`config.mk`:
```
export PLATFORM = sky130hd
export DESIGN_NAME = pipe_reg_start_flat
export DESIGN_NICKNAME = d
export VERILOG_FILES = /design/src/rtl/pipe_reg_start_if.sv /design/src/rtl/pipe_reg_start.sv /design/src/flat_wrapper.sv
export SDC_FILE = /design/constraint.sdc
export NUM_CORES = 1
export LEC_CHECK = 0
export ABC_AREA = 1
export CAP_MARGIN = 20
export CORE_AREA = 3 3 202 204
export DETAILED_ROUTE_END_ITERATION = 7
export DIE_AREA = 0 0 205 207
export PLACE_DENSITY = 0.86
export SKIP_CTS_REPAIR_TIMING = 1
export SYNTH_ARGS = -nofsm -noshare
export SYNTH_HDL_FRONTEND = slang
export SYNTH_SLANG_ARGS = --single-unit
```
`constraint.sdc`:
```
create_clock -name clock -period 21.7 [get_ports clock]
set_input_delay 5.425 -clock clock [delete_from_list [all_inputs] [get_ports clock]]
set_output_delay 5.425 -clock clock [all_outputs]
set_load 0.03 [all_outputs]
```
`src/rtl/pipe_reg_start_if.sv`:
```
// Handshake and data bundle for the AES pipeline entry stage.
// The master drives plaintext/key in and consumes round-1 data.
// The slave is the entry stage itself.
interface pipe_reg_start_if #(
   parameter int unsigned DEPTH = 2
);
   localparam int unsigned CW = $clog2(DEPTH) + 1;

   logic          in_valid;
   logic          in_ready;
   logic [127:0]  pt_in;
   logic [127:0]  key_in;
   logic [7:0]    out0, out1, out2, out3, out4, out5, out6, out7;
   logic [7:0]    out8, out9, outA, outB, outC, outD, outE, outF;
   logic [127:0]  key_out;
   logic [7:0]    Rcon_out;
   logic          out_valid;
   logic          out_ready;
   logic [CW-1:0] count;

   modport master (
      output in_valid, pt_in, key_in, out_ready,
      input  in_ready, key_out, Rcon_out, out_valid, count,
      input  out0, out1, out2, out3, out4, out5, out6, out7,
      input  out8, out9, outA, outB, outC, outD, outE, outF
   );

   modport slave (
      input  in_valid, pt_in, key_in, out_ready,
      output in_ready, key_out, Rcon_out, out_valid, count,
      output out0, out1, out2, out3, out4, out5, out6, out7,
      output out8, out9, outA, outB, outC, outD, outE, outF
   );
endinterface

```
`src/rtl/pipe_reg_start.sv`:
```
// AES pipeline entry stage: buffers plaintext/key pairs in a small FIFO,
// applies the initial AddRoundKey on write and presents the head entry
// to round 1 tagged with the round-1 Rcon.
module pipe_reg_start #(
   parameter int unsigned DEPTH      = 2,
   parameter logic [7:0]  RCON_FIRST = 8'h01
) (
   input logic             clock,
   input logic             reset_n,
   pipe_reg_start_if.slave bus
);
   localparam int unsigned PW = $clog2(DEPTH);
   localparam int unsigned CW = PW + 1;

   logic [255:0]  mem [DEPTH];
   logic [PW-1:0] wr_ptr;
   logic [PW-1:0] rd_ptr;
   logic [CW-1:0] count;
   logic          alive;
   logic          push;
   logic          pop;
   logic [255:0]  head;
   logic [127:0]  state;

   // in_ready is gated by a registered out-of-reset flag rather than the raw
   // reset pin, so it is low throughout reset and depends only on flops.
   assign bus.in_ready  = alive & (count != CW'(DEPTH));
   assign bus.out_valid = (count != '0);
   assign push          = bus.in_valid & bus.in_ready;
   assign pop           = bus.out_valid & bus.out_ready;

   // Tracks that reset has been released; clears asynchronously with reset.
   always_ff @(posedge clock or negedge reset_n) begin
      if (!reset_n) alive <= 1'b0;
      else          alive <= 1'b1;
   end

   // Storage write: keep the key alongside the post-AddRoundKey state.
   always_ff @(posedge clock) begin
      if (push) mem[wr_ptr] <= {bus.key_in, bus.pt_in ^ bus.key_in};
   end

   // Pointers and occupancy; pointers wrap naturally since DEPTH is a power of two.
   always_ff @(posedge clock or negedge reset_n) begin
      if (!reset_n) begin
         wr_ptr <= '0;
         rd_ptr <= '0;
         count  <= '0;
      end else begin
         if (push) wr_ptr <= wr_ptr + 1'b1;
         if (pop)  rd_ptr <= rd_ptr + 1'b1;
         if (push && !pop)      count <= count + 1'b1;
         else if (pop && !push) count <= count - 1'b1;
      end
   end

   // Head entry presented only while occupied; zeros mark a bubble.
   always_comb begin
      head = '0;
      if (bus.out_valid) head = mem[rd_ptr];
   end

   assign state        = head[127:0];
   assign bus.key_out  = head[255:128];
   assign bus.Rcon_out = bus.out_valid ? RCON_FIRST : 8'h00;
   assign bus.count    = count;

   assign bus.out0 = state[7:0];
   assign bus.out1 = state[15:8];
   assign bus.out2 = state[23:16];
   assign bus.out3 = state[31:24];
   assign bus.out4 = state[39:32];
   assign bus.out5 = state[47:40];
   assign bus.out6 = state[55:48];
   assign bus.out7 = state[63:56];
   assign bus.out8 = state[71:64];
   assign bus.out9 = state[79:72];
   assign bus.outA = state[87:80];
   assign bus.outB = state[95:88];
   assign bus.outC = state[103:96];
   assign bus.outD = state[111:104];
   assign bus.outE = state[119:112];
   assign bus.outF = state[127:120];
endmodule

```
`src/flat_wrapper.sv`:
```
// flat-port wrapper written by rule: the top's interface ports become plain ports
module pipe_reg_start_flat 
#(
   parameter int unsigned DEPTH      = 2,
   parameter logic [7:0]  RCON_FIRST = 8'h01
)
  (clock, reset_n, bus_in_valid, bus_pt_in, bus_key_in, bus_out_ready, bus_in_ready, bus_key_out, bus_Rcon_out, bus_out_valid, bus_count, bus_out0, bus_out1, bus_out2, bus_out3, bus_out4, bus_out5, bus_out6, bus_out7, bus_out8, bus_out9, bus_outA, bus_outB, bus_outC, bus_outD, bus_outE, bus_outF);
  pipe_reg_start_if #(.DEPTH(DEPTH)) bus_i ();
  input logic clock;
  input logic reset_n;
  input wire logic [$bits(bus_i.in_valid)-1:0] bus_in_valid;
  input wire logic [$bits(bus_i.pt_in)-1:0] bus_pt_in;
  input wire logic [$bits(bus_i.key_in)-1:0] bus_key_in;
  input wire logic [$bits(bus_i.out_ready)-1:0] bus_out_ready;
  output wire logic [$bits(bus_i.in_ready)-1:0] bus_in_ready;
  output wire logic [$bits(bus_i.key_out)-1:0] bus_key_out;
  output wire logic [$bits(bus_i.Rcon_out)-1:0] bus_Rcon_out;
  output wire logic [$bits(bus_i.out_valid)-1:0] bus_out_valid;
  output wire logic [$bits(bus_i.count)-1:0] bus_count;
  output wire logic [$bits(bus_i.out0)-1:0] bus_out0;
  output wire logic [$bits(bus_i.out1)-1:0] bus_out1;
  output wire logic [$bits(bus_i.out2)-1:0] bus_out2;
  output wire logic [$bits(bus_i.out3)-1:0] bus_out3;
  output wire logic [$bits(bus_i.out4)-1:0] bus_out4;
  output wire logic [$bits(bus_i.out5)-1:0] bus_out5;
  output wire logic [$bits(bus_i.out6)-1:0] bus_out6;
  output wire logic [$bits(bus_i.out7)-1:0] bus_out7;
  output wire logic [$bits(bus_i.out8)-1:0] bus_out8;
  output wire logic [$bits(bus_i.out9)-1:0] bus_out9;
  output wire logic [$bits(bus_i.outA)-1:0] bus_outA;
  output wire logic [$bits(bus_i.outB)-1:0] bus_outB;
  output wire logic [$bits(bus_i.outC)-1:0] bus_outC;
  output wire logic [$bits(bus_i.outD)-1:0] bus_outD;
  output wire logic [$bits(bus_i.outE)-1:0] bus_outE;
  output wire logic [$bits(bus_i.outF)-1:0] bus_outF;
  assign bus_i.in_valid = bus_in_valid;
  assign bus_i.pt_in = bus_pt_in;
  assign bus_i.key_in = bus_key_in;
  assign bus_i.out_ready = bus_out_ready;
  assign bus_in_ready = bus_i.in_ready;
  assign bus_key_out = bus_i.key_out;
  assign bus_Rcon_out = bus_i.Rcon_out;
  assign bus_out_valid = bus_i.out_valid;
  assign bus_count = bus_i.count;
  assign bus_out0 = bus_i.out0;
  assign bus_out1 = bus_i.out1;
  assign bus_out2 = bus_i.out2;
  assign bus_out3 = bus_i.out3;
  assign bus_out4 = bus_i.out4;
  assign bus_out5 = bus_i.out5;
  assign bus_out6 = bus_i.out6;
  assign bus_out7 = bus_i.out7;
  assign bus_out8 = bus_i.out8;
  assign bus_out9 = bus_i.out9;
  assign bus_outA = bus_i.outA;
  assign bus_outB = bus_i.outB;
  assign bus_outC = bus_i.outC;
  assign bus_outD = bus_i.outD;
  assign bus_outE = bus_i.outE;
  assign bus_outF = bus_i.outF;
  pipe_reg_start #(.DEPTH(DEPTH), .RCON_FIRST(RCON_FIRST)) u_core (.clock(clock), .reset_n(reset_n), .bus(bus_i));
endmodule
```
==> impl_metrics.py <==
metrics = {
    "worst_setup_path": {
        "path_cells": "inv_8, buf_4, nand2_1, a21oi_1, clkdlybuf4s50_1",
        "cp-startpoint": "u_core.rd_ptr",
        "reg2reg_slack_ns": 17.94,
        "critPathMaxFanout": 157,
        "slowest_delay_ns": 0.94,
        "slowest_stage": "buf_4",
        "worstSetupPathType": "reg -> out",
        "start_kind": "flop",
        "worstReg2RegStart": "u_core.bus.count[0]",
        "end_kind": "output port",
        "critical-path-top-delay-family": "buffers and inverters",
        "worstPathRequired_ns": 16.27,
        "critPathBufInv": 3,
        "worst-endpoint-arrival_ns": 4.29,
    },
    "floorplan": {
        "rows": 73,
        "fp.dieH_um": 207,
        "dieArea_um2": 42400,
        "start_util": 0.524,
        "fp.coreArea_um2": 39500,
        "dieWidth_um": 205,
        "ios": 528,
    },
    "clock_network": {
        "htreeDepth": 2,
        "cts_tree": "built",
        "clk_latency_ns": 0.58,
        "cts_buffer_depth": 3,
        "clkSlewWorstSetupHoldPaths_ns": 0.06,
        "root_buffer": "clkbuf_16",
        "cts_buffers": 50,
        "cts_sinks": 517,
    },
    "sta": {
        "fin_crit_ns": 9.72,
        "fin_crit_sh": 0.448,
        "rsz0062_at_grt": "no",
        "hold_slack_ns": 0.495,
        "tightest_slew_ns": 1.12,
        "drv_slew": 0,
        "setup_viol": 0,
        "fin_setup_tns_ns": 0,
        "slew-limit-headroom": 0.256,
        "hold_violations": 0,
        "fin_worst_skew_ns": 0.0135,
        "fmaxAchievable_mhz": 103,
    },
    "pwr": {
        "power_density_nw_per_um2": 145,
        "power_leakage_nw": 9.74,
        "ir_worst_vdd_mv": 0.113,
    },
    "yosys": {
        "synth_mux_area_frac": 0,
        "synthAdderAreaFrac": 0.000606,
        "synth_cells": 1537,
        "mappedNetlistArea_um2": 20700,
        "synth_compound_area_frac": 0.0624,
        "synth.avg_cell_area_um2": 13.4,
        "yosys.area_share.simple": 0.0969,
        "synth_seq_cells": 517,
        "synth_top_family_by_area": "simple AND/OR/NAND/NOR gates",
        "ys_warn_count": 0,
        "synth_xor_area_frac": 0.0547,
        "ys_types": 19,
        "ys_seq_area_frac": 0.750,
    },
    "finish": {
        "utilization": 0.699,
        "final_cell_mix": "522 x nand2_1, 520 x clkdlybuf4s50_1, 512 x edfxtp_1, 256 x a21oi_1, 128 x xor2_1",
        "layout-drive-gt1-share": 0.0405,
        "multiInputGateArea_um2": 4470,
        "layout_commonest_cell": "nand2_1",
        "fillers": 2485,
        "seqCellArea_um2": 15500,
        "nets": 2293,
        "syn_to_final_growth_pct": 33.5,
    },
    "detailed_routing": {
        "finalWirelength_um": 54900,
        "routedWlPerCell_um": 21.1,
        "post-route-drc-count": 0,
        "firstDrtPassIters": 7,
        "via_per_inst": 5.41,
        "via_count": 14103,
        "drtIter0Drc": 1251,
        "postRouteAntennaNets": 0,
    },
    "global_routing": {
        "grt_antenna_before_repair": 7,
        "grt-ovfl-total": 0,
        "grt_max_degree": 179,
        "grt_pass1_wl_um": 80900,
        "grt_pass1_vias": 14146,
        "grt_use_total": 0.249,
    },
    "min_path": {
        "hold_class": "reg -> reg",
        "hold_start": "u_core.wr_ptr",
    },
    "placement": {
        "gp_congestion": 0.853,
        "dp_hpwl_um": 35200,
        "io_buffers": 520,
    },
    "run": {
        "drv_cap": 0,
    },
    "status": {
        "outcome": "finished clean",
    },
}
==> per-stage QoR <==
step	setup WS, ns	cells	area (µm²)	total power [mW]
detailed placement	12.61	2505	26000	3.16
finish	11.98	2605	27600	4.00
CTS	11.95	2599	27600	4.01
global placement	12.64	2505	26000	3.13
floorplan	4.68	1543	20700	2.47
global route	11.73	2603	27600	4.16
==> report_power, final <==
group | switching (mW) | internal, mW | total (mW)
Combinational | 1.22 | 0.634 | 1.85
Clock | 0.362 | 0.482 | 0.844
Sequential | 0.0547 | 1.25 | 1.30
Total | 1.64 | 2.37 | 4.00
==> path summary, 6_finish.rpt <==
path / end / cells after the start
hold reg to reg: u_core.wr_ptr / 2
min in group asynchronous: u_core.alive / 1
hold / removal: u_core.wr_ptr / 2
setup reg to reg: u_core.mem[0][70] / 6
setup / recovery: bus_out7[3] / 5
max in group asynchronous: u_core.rd_ptr / 1
==> worst reg2reg max path: stages, from the launching register on <==
cell and delay (ns):
dfrtp_1 0.46, inv_1 0.11, nand2_1 0.09, nand4_1 0.23, inv_8 0.65, buf_4 0.82
buf_4 0.93
==> flip-flops by register name, indices dropped and copies added, names as in the netlist <==
register,flops
u_core.wr_ptr,1
u_core.mem,512
u_core.bus.count,2
u_core.rd_ptr,1
u_core.alive,1
==> cells by family after synthesis <==
family,count (synthesis)
other,2
and+or+nand+nor,529
buffers and inverters,102
adders and majority gates,1
AOI/OAI and AO/OA,257
xor gates and xnor gates,129
DFF,517
==> routing by layer <==
metal  track usage  share of wire  vias up
li1              -              -     6351
met1         0.290           0.35     6835
met2         0.430           0.51      777
met3        0.0767           0.10      134
met4        0.0957          0.037        6
met5             0        0.00071        -
==> cell type report <==
cell class,count,area share
multi-input combinational,924,0.162
inverter,9,0.00177
tap,525,0.0238
clock buffer,66,0.0499
clock inverter,28,0.00771
timing repair buffer,530,0.192
sequential,517,0.562
antenna,6,0.000544
==> cell usage after synthesis <==
library cell / instances / share of area
xor2_1: 128 / 0.054
buf_4: 16 / 0.0058
edfxtp_1: 512 / 0.74
clkinv_4: 1 / 0.00042
nand2_1: 522 / 0.095
buf_2: 48 / 0.012
nor2_4: 1 / 0.00055
inv_1: 8 / 0.0015
a21boi_0: 1 / 0.00036
nand3_1: 3 / 0.00073
ha_1: 1 / 0.00061
buf_6: 28 / 0.015
clkbuf_1: 1 / 0.00018
nor2_1: 1 / 0.00018
dfrtp_1: 5 / 0.0061
conb_1: 2 / 0.00036
a21oi_1: 256 / 0.062
nand4_1: 2 / 0.00061
xnor2_1: 1 / 0.00042
Note: power is estimated with default switching activity, not from simulation.
